<file path="src/rtl/top_level_proc.sv">
// top_level_proc: self-starting 5-bit pattern counter over a 32-byte message held in data memory
module data_mem #(
    parameter int DEPTH = 256,
    parameter int AW = $clog2(DEPTH)
) (
    input  logic          clk,
    input  logic          we,
    input  logic [AW-1:0] waddr,
    input  logic [7:0]    wdata,
    input  logic [AW-1:0] raddr,
    output logic [7:0]    rdata
);
    logic [7:0] core [DEPTH];
    always_ff @(posedge clk)
        if (we) core[waddr] <= wdata;
    assign rdata = core[raddr];
endmodule

module top_level_proc #(
    parameter int MEM_DEPTH = 256,
    parameter int MSG_BYTES = 32,
    parameter int PAT_ADDR = 32,
    parameter int RES_ADDR = 33
) (
    input  logic clk,
    input  logic reset,
    output logic done
);
    localparam int AW = $clog2(MEM_DEPTH);
    localparam int IW = $clog2(MSG_BYTES);
    typedef enum logic [2:0] {LOAD, SCAN, WR0, WR1, WR2, DONE} state_t;
    state_t state;
    logic [IW-1:0] idx;
    logic [4:0] pat;
    logic [7:0] prev, ctb, cto, bnd, rdata, wdata;
    logic [AW-1:0] raddr, waddr;
    logic we;
    logic [2:0] in_hits, bnd_hits;
    logic [15:0] pair;
    data_mem #(.DEPTH(MEM_DEPTH)) dm1 (
        .clk(clk), .we(we), .waddr(waddr), .wdata(wdata), .raddr(raddr), .rdata(rdata)
    );
    always_comb begin
        raddr = state == LOAD ? AW'(PAT_ADDR) : AW'(idx);
        we = state inside {WR0, WR1, WR2};
        waddr = AW'(RES_ADDR) + (state == WR1 ? AW'(1) : state == WR2 ? AW'(2) : AW'(0));
        wdata = state == WR0 ? ctb : state == WR1 ? cto : ctb + bnd;
        pair = {prev, rdata};
        in_hits = '0;
        bnd_hits = '0;
        // boundary windows are the four straddling prev/current: pair[8:4]..pair[11:7]
        for (int k = 0; k < 4; k++) begin
            in_hits = in_hits + {2'b0, rdata[k +: 5] == pat};
            bnd_hits = bnd_hits + {2'b0, pair[k + 4 +: 5] == pat};
        end
    end
    always_ff @(posedge clk or negedge reset)
        if (!reset) begin
            state <= LOAD;
            done <= 1'b0;
            idx <= '0;
            pat <= '0;
            prev <= '0;
            ctb <= '0;
            cto <= '0;
            bnd <= '0;
        end else
            case (state)
                LOAD: begin
                    pat <= rdata[4:0];
                    idx <= '0;
                    state <= SCAN;
                end
                SCAN: begin
                    ctb <= ctb + {5'b0, in_hits};
                    cto <= cto + {7'b0, in_hits != 3'd0};
                    if (idx != '0) bnd <= bnd + {5'b0, bnd_hits};
                    prev <= rdata;
                    idx <= idx + 1'b1;
                    if (idx == IW'(MSG_BYTES - 1)) state <= WR0;
                end
                WR0: state <= WR1;
                WR1: state <= WR2;
                WR2: begin
                    state <= DONE;
                    done <= 1'b1;
                end
                default: done <= 1'b1;
            endcase
endmodule

</file>
<file path="config.mk">
export PLATFORM = sky130hd
export DESIGN_NAME = top_level_proc
export DESIGN_NICKNAME = d
export VERILOG_FILES = /design/src/rtl/top_level_proc.sv
export SDC_FILE = /design/constraint.sdc
export NUM_CORES = 1
export LEC_CHECK = 0
export BUFFER_PORTS_ARGS = -buffer_cell sky130_fd_sc_hd__buf_4
export CORE_AREA = 2 2 39 41
export DETAILED_ROUTE_END_ITERATION = 8
export DIE_AREA = 0 0 41 43
export GPL_ROUTABILITY_DRIVEN = 0
export SYNTH_ARGS = -nofsm -noshare
export SYNTH_HDL_FRONTEND = slang
export SYNTH_SLANG_ARGS = --single-unit
</file>
<file path="constraint.sdc">
create_clock -name clk -period 1.6 [get_ports clk]
set_clock_uncertainty 0.05 [all_clocks]
set_input_delay 0.4 -clock clk [delete_from_list [all_inputs] [get_ports clk]]
set_output_delay 0.4 -clock clk [all_outputs]
set_load 0.1 [all_outputs]
</file>
# == After elaboration in Yosys (flattened, before gate mapping) ==
# Cells that the tools add are included.
# classes
n_addsub,1
muxes,3
n_eq_ne,6
n_reduce_logical,5
# ops
cell,n
case mux 3 bit (5 select lines),1
case mux 5 bit (2 select lines),1
"equality test 3 x 2 -> 1 bit, second input constant",2
"adder 5 x 1 -> 5 bit, second input constant",1
"equality test 5 bit, second input constant",1
nonzero test 5 bit,1
OR reduction 4 bit,1
"equality test 3 x 1 -> 1 bit, second input constant",1
"equality test 3 bit, second input constant",1
zero test 3 bit,1
two-way mux 3 bit,1
"!= test 2 bit, second input constant",1
AND reduction 2 bit,1
nonzero test 2 bit,1
# word_totals
output_inout_bits,1
word_cells,18
register_bits,9

# == Longest topological paths before layout ==
# depth
ltp_word,3
depth_mapped,5
ltp_nobuf,5

# == Worst setup path after synthesis ==
# Ideal clock, no wire load.
# synth_timing
path_type,register -> output
from,reg done
to,out done
setup_slack_ns,0.258
n_path_buf,0
t_arrival_ns,0.892
t_required_ns,1.150
path_stages_with_launch,1
cell_sequence,dfrtp_1
# synth_rtl
element,line,source
start: declaration,27,output logic done
start signal: assignment,60,done <= 1'b0;
start signal: assignment,86,done <= 1'b1;
start signal: assignment,88,default: done <= 1'b1;
# No word-level cell between the ends.

# == Final worst setup path ==
# layout_timing
from,reg idx[0]
to,reg idx[4]
# layout_via
elab_chain_cells,2
# layout_rtl
element,line,source
start: declaration,33,logic [IW-1:0] idx;
start signal: assignment,79,idx <= idx + 1'b1;
adder 5 x 1 -> 5 bit,79,
case mux 5 bit (2 select lines),68,case (state)
# No other way between the ends.
# A chain may end at the register's enable or synchronous reset.

==> impl_results.md <==
* GR Layer Usage met1 at 0.140
* CTS buffer count at 3
* Area growth from synthesis to layout at 17.5%
* Post-synthesis sequential area ratio at 0.554
* Share of cells above drive strength 1 at 0.217
* # fillers at about 150
* Synth unique cells at 16
* FMAX at slightly above 700 MHz
* Least-Margin Pin Slew at between 0.2 and 0.3 ns
* H-tree levels at 1
* Total gr overflow at 0
* Dpl cells at 57
* Drt first pass iters at 4
* IO buf count at 2
* PostCTS Resize Cnt at 0
* First-pass GRT wire length at 1190 µm
* Post-Route WL at 720 µm
* Antenna cell count at 0
* FF+latch count, synth at 9
* Hpwl dp at 499 µm
* Worst Path Required at approximately 1.7 ns
* Max_cap viols at 0
* Post-Syn Instances at 39
* Final WS setup at 0.219 ns
* GR Util met3 at 0.0471
* Row cnt at 14
* Initial antenna violation count at 0
* Vias post-DR at about 290
* Final Hold Viols at 0
* Crit-path max FO at 4
* CP endpoint kind: flop
* Initial Util at 0.294
* Status: finished, final reports clean
* CTS sink count at 9
* DRC viols at 0
* Reg clk slew, reported paths at 0.06 ns
* Final net count at 51
* Clk Latency, worst-skew pair at around 0.26 ns
* Average cell area after synthesis at approximately 10 µm²
* Final min period at between 1 and 1.5 ns
* GR peak layer: met2
* Peak VDD IR at between 0.4 and 0.5 mV
* CTS Buffer Depth at 2
* Initial DRC Count at 9
* Placement Setup Slack at 0.230 ns
* Drt via density at approximately 4.6
* LEAKAGE at approximately 0.00021 µW
* Setup TNS at 0 ns
* Fin crit share at 0.863
* Core Box Area at about 1400 µm²
* Final setup viols at 0
* Final cell count without fillers at 62
* Die Height at roughly 43 µm
* Fin. max-slew vios at 0
* Synth warn at 0
* Syn_nets at 43
* Remaining antenna violation count at 0
* Crit Path Category: reg2reg
* Arrival time worst endpoint at between 1 and 1.5 ns
* Hold_ws at between 0.4 and 0.5 ns
* Avg WL per Cell at about 12 µm
* Largest net degree at the start of global routing at 10
* Slew headroom at 0.816
* Vias in the first global route at 272
* Mapped Area at around 410 µm²
* Critical path startpoint category: flop
* Hold Path Class: reg2reg
* Die area at around 1800 µm²
* P per Cell Area at 853 nW/µm²
* I/O pin count at 3
* Met2 usage at 0.141
* Root Buffer Master: clkbuf_4
* Die extent in x at about 41 µm
* Unrepaired setup endpoints after global routing: no
* CTS tree: yes
* Tot GR Track Use at 0.106
## stage by stage
stage | total power, µW | util | area [µm²]
after floorplan | 232 | - | 407
after global placement | 238 | 0.319 | 442
after detailed placement | 238 | 0.319 | 442
after CTS | 418 | 0.345 | 478
after global routing | 428 | 0.345 | 478
final | 407 | 0.345 | 478
## critical path, cell delays in order (launching register included)
cell and delay [ns]:
dfrtp_1 0.41, ha_1 0.22, and3_1 0.18, ha_1 0.28
nand3_1 0.08, nand2_1 0.06
## repair_timing
| item | in CTS | in global routing |
|---|---|---|
| hold buffers | 1 | 0 |
| endpoints found under the hold margin | 9 | 0 |
| buffers inserted | 0 | 0 |
## metal layers
layer / share of wire / vias to the layer above
met2: 0.48 / 5
li1: - / 149
met1: 0.47 / 130
met3: 0.029 / 2
met5: 0 / -
met4: 0.015 / 0
## registers in the layout, summed over array words and instances (netlist names)
name and cells:
done 1, idx 5, state 3
## layout make-up
type | count | area [µm²] | share of cell area
multi-input cells | 30 | 181 | 0.380
well taps | 16 | 20.0 | 0.0419
clock buffers | 4 | 26.3 | 0.0550
flip-flops and latches | 9 | 225 | 0.471
repair buffers | 3 | 25.0 | 0.0524
## worst paths after layout
check	startpoint	endpoint	slack, ns	cells past startpoint
setup / recovery	idx[0]	idx[4]	0.22	5
setup reg to reg	idx[0]	idx[4]	0.22	5
hold reg to reg	done	done	0.43	1
max in group asynchronous	reset	state[0]	0.92	2
min in group asynchronous	reset	idx[3]	0.44	2
hold / removal	done	done	0.43	1
## cells by family after synthesis
family,share of synthesized area
adder cells (fa/ha/maj),0.0615
AND/OR/NAND/NOR,0.246
AO/OA/AOI/OAI,0.111
multiplexers,0.0277
flip-flops,0.554
## cells in the mapped netlist (all sizes together)
cell type	instances	area [µm²]
and3	1	6.26
o311ai	1	8.76
or2	2	12.5
nand3	4	20.0
o22a	1	8.76
nor2	2	7.51
nand2	9	33.8
mux2	1	11.3
a22o	1	8.76
o21ai	2	10.0
nor3	1	5.00
dfrtp	9	225
ha	2	25.0
a21o	1	8.76
nand2b	2	15.0
## where the power goes
| part | switching (µW) | internal [µW] | total, µW |
|---|---|---|---|
| clock | 76.2 | 95.9 | 172 |
| sequential | 0 | 228 | 228 |
| combinational | 4.47 | 3.24 | 7.72 |
| total | 80.7 | 327 | 407 |
## placed cells by master, fill, tap and decap left out, drive strengths merged
cell,netlist,final
a21o,1,1
a22o,1,1
and3,1,1
buf,0,2
clkbuf,0,4
dfrtp,9,9
dlygate4sd3,0,1
ha,2,2
mux2,1,1
nand2,9,9
nand2b,2,2
nand3,4,4
nor2,2,2
nor3,1,1
o21ai,2,2
o22a,1,1
o311ai,1,1
or2,2,2
No activity file was read; power rests on OpenSTA's default activity.
